$ cat src/rtl/dma_ctrl_pkg.sv
// dma_ctrl_pkg: shared state encoding and default descriptor for dma_bus_ctrl
package dma_ctrl_pkg;

    typedef enum logic [2:0] {
        IDLE,
        START,
        WAIT_BR,
        DRAIN,
        GRANT,
        DONE
    } state_t;

    localparam logic [15:0] DEF_DMA_TARGET = 16'h000B;
    localparam logic [15:0] DEF_DMA_LENGTH = 16'd12;

endpackage

$ cat src/rtl/dma_watchdog.sv
// dma_watchdog: grant-duration counter with clear, enable and expire
module dma_watchdog #(
    parameter int unsigned WD_CYCLES = 64
) (
    input  logic clk,
    input  logic reset_n,
    input  logic clear,
    input  logic enable,
    output logic expire
);

    localparam int unsigned CW = (WD_CYCLES > 2) ? $clog2(WD_CYCLES) : 1;

    logic [CW-1:0] count;

    // count grant cycles; restarts from zero each time a grant begins
    always_ff @(posedge clk) begin
        if (!reset_n)
            count <= '0;
        else if (clear)
            count <= '0;
        else if (enable)
            count <= count + 1'b1;
    end

    assign expire = enable && (count == CW'(WD_CYCLES - 1));

endmodule

$ cat src/rtl/dma_bus_ctrl.sv
// dma_bus_ctrl: CPU/DMA bus arbitration and fixed-descriptor DMA launch
// Optional feature: DMA_WATCHDOG_EN aborts a grant that outlasts WD_CYCLES.
module dma_bus_ctrl
    import dma_ctrl_pkg::*;
#(
    parameter int unsigned          WORD_SIZE  = 16,
    parameter logic [WORD_SIZE-1:0] DMA_TARGET = WORD_SIZE'(DEF_DMA_TARGET),
    parameter logic [WORD_SIZE-1:0] DMA_LENGTH = WORD_SIZE'(DEF_DMA_LENGTH),
    parameter int unsigned          WD_CYCLES  = 64
) (
    input  logic                 clk,
    input  logic                 reset_n,
    input  logic                 ext_irq,
    input  logic                 cpu_mem_busy,
    input  logic                 br,
    input  logic                 dma_end,
    output logic                 bg,
    output logic                 begin_dma,
    output logic [WORD_SIZE-1:0] target_address,
    output logic [WORD_SIZE-1:0] length,
    output logic                 cpu_bus_hold,
    output logic                 dma_done_irq,
    output logic                 dma_abort
);

    state_t state, nxt;
    logic   ext_irq_q;
    logic   pending;
    logic   irq_edge;
    logic   expire;

    assign irq_edge = ext_irq & ~ext_irq_q;

`ifdef DMA_WATCHDOG_EN
    dma_watchdog #(
        .WD_CYCLES(WD_CYCLES)
    ) u_watchdog (
        .clk    (clk),
        .reset_n(reset_n),
        .clear  (state != GRANT && nxt == GRANT),
        .enable (state == GRANT),
        .expire (expire)
    );
`else
    logic unused_wd;
    assign unused_wd = (WD_CYCLES != 0);
    assign expire    = 1'b0;
    assign dma_abort = 1'b0;
`endif

    // next-state decode; dma_end only matters while the bus is granted
    always_comb begin
        nxt = state;
        case (state)
            IDLE:    nxt = (irq_edge || pending) ? START : IDLE;
            START:   nxt = WAIT_BR;
            WAIT_BR: nxt = !br ? WAIT_BR : (cpu_mem_busy ? DRAIN : GRANT);
            DRAIN:   nxt = cpu_mem_busy ? DRAIN : GRANT;
            GRANT:   nxt = (dma_end || expire) ? DONE : GRANT;
            DONE:    nxt = IDLE;
            default: nxt = IDLE;
        endcase
    end

    // state, pending request, descriptor and registered outputs
    always_ff @(posedge clk) begin
        if (!reset_n) begin
            state          <= IDLE;
            ext_irq_q      <= 1'b0;
            pending        <= 1'b0;
            begin_dma      <= 1'b0;
            bg             <= 1'b0;
            cpu_bus_hold   <= 1'b0;
            dma_done_irq   <= 1'b0;
            target_address <= '0;
            length         <= '0;
`ifdef DMA_WATCHDOG_EN
            dma_abort      <= 1'b0;
`endif
        end else begin
            state        <= nxt;
            ext_irq_q    <= ext_irq;
            pending      <= (state == IDLE) ? 1'b0 : (pending | irq_edge);
            begin_dma    <= (nxt == START);
            bg           <= (nxt == GRANT);
            cpu_bus_hold <= (nxt == GRANT) || (nxt == DRAIN);
            dma_done_irq <= (state == GRANT) && dma_end;
`ifdef DMA_WATCHDOG_EN
            dma_abort    <= (state == GRANT) && !dma_end && expire;
`endif
            if (nxt == START) begin
                target_address <= DMA_TARGET;
                length         <= DMA_LENGTH;
            end
        end
    end

endmodule

$ cat config.mk
export PLATFORM = sky130hd
export DESIGN_NAME = dma_bus_ctrl
export DESIGN_NICKNAME = d
export VERILOG_FILES = /design/src/rtl/dma_ctrl_pkg.sv /design/src/rtl/dma_watchdog.sv /design/src/rtl/dma_bus_ctrl.sv
export SDC_FILE = /design/constraint.sdc
export NUM_CORES = 1
export LEC_CHECK = 0
export CAP_MARGIN = 10
export CORE_MARGIN = 3
export CORE_UTILIZATION = 50
export DETAILED_ROUTE_END_ITERATION = 16
export DONT_BUFFER_PORTS = 1
export PLACE_DENSITY = 0.68
export SLEW_MARGIN = 5
export SYNTH_ARGS = -nofsm -noshare
export SYNTH_HDL_FRONTEND = slang
export SYNTH_SLANG_ARGS = --single-unit
$ cat constraint.sdc
create_clock -name clk -period 1.11 [get_ports clk]
set_clock_uncertainty 0.1 [all_clocks]
set_input_delay 0.222 -clock clk [delete_from_list [all_inputs] [get_ports clk]]
set_output_delay 0.222 -clock clk [all_outputs]
set_load 0.05 [all_outputs]
==> summary.md, run 1 <==
| Metric | Value |
|---|---|
| Die Y | 42.2 µm |
| Final hold violations | 0 |
| Worst-path clk slew | 0.07 ns |
| Buf/Inv on CP | 1 |
| Mapped Cells | 74 |
| Fmax | around 830 MHz |
| Final Power | between 0.001 and 0.0015 W |
| Post-synth cell types | 25 |
| Vias | just over 400 |
| Yosys warning total | 0 |
| Max Cap Violations | 0 |
| Post-route setup slack | -0.0961 ns |
| IR drop worst, VDD | around 0.96 mV |
| Inserted Clock Buffers | 3 |
| Area delta synth->final | 17.0% |
| Status | finished, violations left |
| Core ar. | between 1000 and 1500 µm² |
| DR pass1 iterations | 2 |
| Max stage delay on crit path | 0.36 ns |
| CTS tree | done |
| Max FO, Critical Path | 4 |
| Min-delay src | reset_n |
| Post-DR vias/cell | ~4.2 |
| Avg WL per Cell | roughly 12 µm |
| Initial core utilization | 0.559 |
| Die footprint | 1780 µm² |
| Crit path launch | length[2] |
| Final period util | 1.09 |
| CP startpoint kind | flip-flop |
| Fillcell total | 91 |
| Setup violators final | 9 |
| Die Wd | approximately 42 µm |
| Synth Cell Area | 654 µm² |
| #FFs+latches synth | 10 |
| Number of DRC markers in iteration 0 | 6 |
| Origin of the critical flop-to-flop path | state[1] |
| Pwr/cell area | between 1500 and 2000 nW/µm² |
| Setup WS pre-CTS | -0.156 ns |
| Crit path max-delay cell type | dfxtp_2 |
| Final Wtd Congestion | approximately 0.73 |
| CP arrival | between 0.8 and 0.9 ns |
| HPWL Detailed | between 700 and 800 µm |
| Sequential element share of the synthesized area | 0.306 |
| Crit-path leading delay family | flip-flops |
| Worst hold path class | primary input to flip-flop |
| Initial antenna violation count | 0 |
| Post-Syn Area per Cell | ~8.8 µm² |
| CP endpoint kind | output port |
| Clk sink count | 10 |
| DRC | 0 |
| Total gr overflow | 0 |
| Layout Nets | between 90 and 100 |
| Layout cell share with drive strength beyond 1 | 0.353 |
| Clock Tree Buf Depth | 2 |
| Unrepaired setup endpoints after global routing | true |
| Fin crit period | about 1.2 ns |
| Std cell rows | 12 |
| CTS root buf | clkbuf_4 |
| Leak Pwr | 0.371 nW |
| Fin. max-slew vios | 0 |
| Tot GR Track Use | 0.124 |
| Post-route ant nets | 0 |
| Worst skew pair latency | between 0.2 and 0.3 ns |
| Critical path class | flip-flop to output port |
| Post-Route WL | approximately 1.2 mm |
| Number of global-route vias before repair | 379 |
| Post-Route Hold Slack | between 0.0015 and 0.002 ns |
| Number of H-tree levels | 1 |
| Data required, critical path | ~0.79 ns |
| IO Pins | 43 |
| First-pass GRT wire length | 1.66 mm |
| Worst path cell trace | buf_12 |
| Largest net degree at the start of global routing | 8 |
| Failing checks | setup timing |
| N_diodes | 0 |
| IO buf count | 0 |
[state kept, by name, indices dropped and copies added, names as in the netlist]
signal and cells:
cpu_bus_hold 1, bg 1, dma_done_irq 1, length 1
state 3, begin_dma 1, pending 1, ext_irq_q 1
[per-stage QoR]
| step | setup TNS [ns] | util | cells | area (µm²) |
|---|---|---|---|---|
| finish | -0.574 | 0.654 | 99 | 766 |
| global route | -0.919 | 0.654 | 99 | 766 |
| CTS | -0.557 | 0.608 | 98 | 712 |
| detailed placement | -0.561 | 0.518 | 90 | 607 |
| global placement | -0.392 | 0.518 | 90 | 607 |
| floorplan | -0.0240 | - | 101 | 764 |
[repair_timing]
item                       4_1_cts  5_1_grt
hold buffers                     3        1
hold endpoints to repair         5        2
setup buffers                    1        0
cloned                           0        0
pin swaps                        4        2
gates resized for setup         11       10
setup endpoints to repair       11       14
[synth_stat cells, drive strengths merged]
| library cell | n | area [µm²] |
|---|---|---|
| buf | 32 | 240 |
| dfxtp | 10 | 200 |
| nor2 | 5 | 18.8 |
| and2 | 4 | 25.0 |
| a21o | 2 | 16.3 |
| and3 | 2 | 13.8 |
| inv | 2 | 7.51 |
| nand2 | 2 | 10.0 |
| nor2b | 2 | 15.0 |
| nor3 | 2 | 15.0 |
| nor3b | 2 | 15.0 |
| a21oi | 1 | 5.00 |
| a31o | 1 | 8.76 |
| a31oi | 1 | 6.26 |
| and2b | 1 | 7.51 |
| conb | 1 | 3.75 |
| mux2i | 1 | 10.0 |
| o21ai | 1 | 8.76 |
| o21bai | 1 | 7.51 |
| o22ai | 1 | 20.0 |
[metal layers]
metal | vias to the layer above | part of all wire | global-route usage
met4 | 0 | 0.017 | 0.0807
li1 | 203 | - | -
met1 | 182 | 0.37 | 0.142
met5 | - | 0 | 0
met3 | 2 | 0.11 | 0.0258
met2 | 28 | 0.50 | 0.204
[power breakdown]
| group | switching (W) | internal [W] |
|---|---|---|
| logic | 0.000459 | 0.000151 |
| registers | 0.0000360 | 0.000390 |
| clock network | 0.000134 | 0.000199 |
| total | 0.000629 | 0.000740 |
[final timing paths]
| path | to | depth (start not counted) | slack (ns) |
|---|---|---|---|
| setup reg to reg | cpu_bus_hold | 4 | -0.07 |
| hold reg to reg | state[1] | 1 | 0.43 |
| setup / recovery | length[3] | 1 | -0.1 |
| hold / removal | cpu_bus_hold | 2 | 0.002 |
[kinds of logic (layout without fill, tap and decap cells)]
kind of cell           Yosys count  count (layout)  share of synthesized area
other                            1              28                    0.00573
multiplexers                     1               1                     0.0153
AND/OR/NAND/NOR                 20              20                      0.184
flip-flops                      10              10                      0.306
AO/OA/AOI/OAI                    8               8                      0.111
buffers and inverters           34              18                      0.379
[cell usage in the layout (no fill, tap or decap), drive strengths merged]
| master | n |
|---|---|
| inv | 2 |
| a21oi | 1 |
| o21ai | 1 |
| o21bai | 1 |
| nor3b | 2 |
| and2b | 1 |
| dlygate4sd3 | 4 |
| clkbuf | 4 |
| a21o | 2 |
| nor3 | 2 |
| dfxtp | 10 |
| nand2 | 2 |
| nor2b | 2 |
| conb | 28 |
| and2 | 4 |
| a31oi | 1 |
| and3 | 2 |
| a31o | 1 |
| nor2 | 5 |
| buf | 8 |
| o22ai | 1 |
| mux2i | 1 |
[layout make-up]
cell class	count	area (µm²)	share of cell area
inverter	2	7.51	0.00980
multi-input combinational	57	367	0.479
clock buffer	4	36.3	0.0474
sequential	10	214	0.279
tap	14	17.5	0.0229
timing repair buffer	12	124	0.162
Power figures use the tool's default switching activity.
==> inputs of run 2 (changes only) <==
- CORE_MARGIN: 3 -> 2
==> summary.md, run 2 (synthesis gave the netlist of run 1 again) <==
| Metric | Value |
|---|---|
| Pwr/cell area | ~1800 nW/µm² |
| Fmax | roughly 810 MHz |
| Area delta synth->final | 19.1% |
| Worst hold path class | primary input to flip-flop |
| Crit path max-delay cell type | dfxtp_2 |
| Sequential Power Share | 0.311 |
| Std cell rows | 13 |
| NetSw | 0.000637 W |
| Cells after DPL | 92 |
| Vias | 421 |
| Die Wd | 40.2 µm |
| Final hold violations | 0 |
| TNS Setup | -0.785 ns |
| CP arrival | approximately 0.9 ns |
| Tot GR Track Use | 0.148 |
| First-pass GRT wire length | roughly 1.5 mm |
| Post-DR vias/cell | ~4.3 |
| Clock power frac | 0.248 |
| HPWL Detailed | 711 µm |
| Setup violators final | 9 |
| Worst path cell trace | buf_12 |
| Post-route ant nets | 0 |
| Post-route setup slack | -0.121 ns |
| CP endpoint kind | output port |
| Fin crit period | ~1.2 ns |
| Die footprint | 1610 µm² |
| Most common cell after layout, fill and taps aside | conb_1 |
| Worst-path clk slew | about 0.070 ns |
| Final Power | around 0.0014 W |
| Switching share of total power | 0.463 |
| Die Y | roughly 40 µm |
| CP startpoint kind | flip-flop |
| Crit-path leading delay family | flip-flops |
| DRC | 0 |
| IO buf count | 0 |
| Worst skew pair latency | 0.27 ns |
| Comb pwr share | 0.442 |
| Most frequent cells in the layout | conb_1, and2_1, dfxtp_2, buf_6 |
| Final core occ | 0.622 |
| Buf/Inv on CP | 1 |
| Unrepaired setup endpoints after global routing | true |
| Final period util | 1.11 |
| CTS root buf | clkbuf_4 |
| Number of global-route vias before repair | between 300 and 400 |
| Largest net degree at the start of global routing | 8 |
| Largest Register | state |
| Initial core utilization | 0.522 |
| IO Pins | 43 |
| Failing checks | setup timing |
| Avg WL per Cell | between 10 and 15 µm |
| Total gr overflow | 0 |
| Status | finished, violations left |
| Inserted Clock Buffers | 3 |
| IR drop worst, VDD | 0.729 mV |
| Number of DRC markers in iteration 0 | 5 |
| Max FO, Critical Path | 5 |
| Layout cell share with drive strength beyond 1 | 0.405 |
| Clock Tree Buf Depth | 2 |
| N_diodes | 0 |
| Layout Nets | between 90 and 100 |
| Fin cells | between 90 and 100 |
| Max FFs per register | 3 |
| Final Wtd Congestion | ~0.74 |
| Core ar. | 1250 µm² |
| Data required, critical path | approximately 0.8 ns |
| Number of H-tree levels | 1 |
| Leak Pwr | between 0.3 and 0.4 nW |
| Clk sink count | 10 |
| Post-Route WL | between 1 and 1.5 mm |
| Internal power | ~0.00074 W |
| Max Cap Violations | 0 |
| Critical path class | flip-flop to output port |
| Initial antenna violation count | 0 |
| Fin. max-slew vios | 0 |
| CTS tree | done |
| DR pass1 iterations | 2 |
| Max stage delay on crit path | roughly 0.35 ns |
-- run 2: area by class of cell --
| class | count | area, µm² |
|---|---|---|
| Fill cell | 108 | 473 |
| Sequential cell | 10 | 216 |
| Tap cell | 15 | 18.8 |
| Inverter | 2 | 7.51 |
| Timing Repair Buffer | 11 | 118 |
| Multi-Input combinational cell | 57 | 383 |
| Clock buffer | 4 | 36.3 |
-- run 2: final timing paths --
| kind | depth (start not counted) | slack (ns) | start | to |
|---|---|---|---|---|
| setup / recovery | 1 | -0.12 | length[2] | length[2] |
| hold / removal | 2 | 0.002 | reset_n | cpu_bus_hold |
| setup reg to reg | 5 | -0.10 | state[0] | cpu_bus_hold |
| hold reg to reg | 1 | 0.42 | state[2] | state[1] |
-- run 2: metrics by stage --
step / setup WS (ns) / hold slack [ns] / cell area, µm²
after detailed placement: -0.130 / 0.250 / 616
final: -0.121 / 0.00220 / 779
after floorplan: -0.0240 / 0.244 / 764
after CTS: -0.121 / 0.00327 / 752
after global routing: -0.167 / -0.00121 / 779
after global placement: -0.0950 / 0.246 / 616
-- run 2: power groups by stage --
stage          combinational [W]  sequential (W)  clock, W
4_1_cts                 0.000598        0.000423  0.000340
5_1_grt                 0.000639        0.000431  0.000367
3_5_place_dp            0.000556        0.000422         0
3_3_place_gp            0.000552        0.000419         0
2_1_floorplan           0.000535        0.000475         0
6_report                0.000608        0.000427  0.000341
-- run 2: layer usage --
| metal | vias up | routed length (µm) | GRT usage |
|---|---|---|---|
| met1 | 194 | 407 | 0.144 |
| li1 | 200 | - | - |
| met2 | 25 | 601 | 0.262 |
| met3 | 2 | 91 | 0.0500 |
| met4 | 0 | 15 | 0.100 |
| met5 | - | 0 | 0 |
-- run 2: what timing repair did --
action,4_1_cts,5_1_grt
hold buffers,3,0
endpoints found under the setup margin,13,16
buffers inserted,0,0
resized for setup,17,9
endpoints found under the hold margin,5,0
cloned,0,0
pin swaps,6,6
==> inputs of run 3 (changes only) <==
- CAP_MARGIN: 10 -> 30
==> results of run 3 <==
Same layout as run 2: the final DEF is identical, and so are final timing and power.
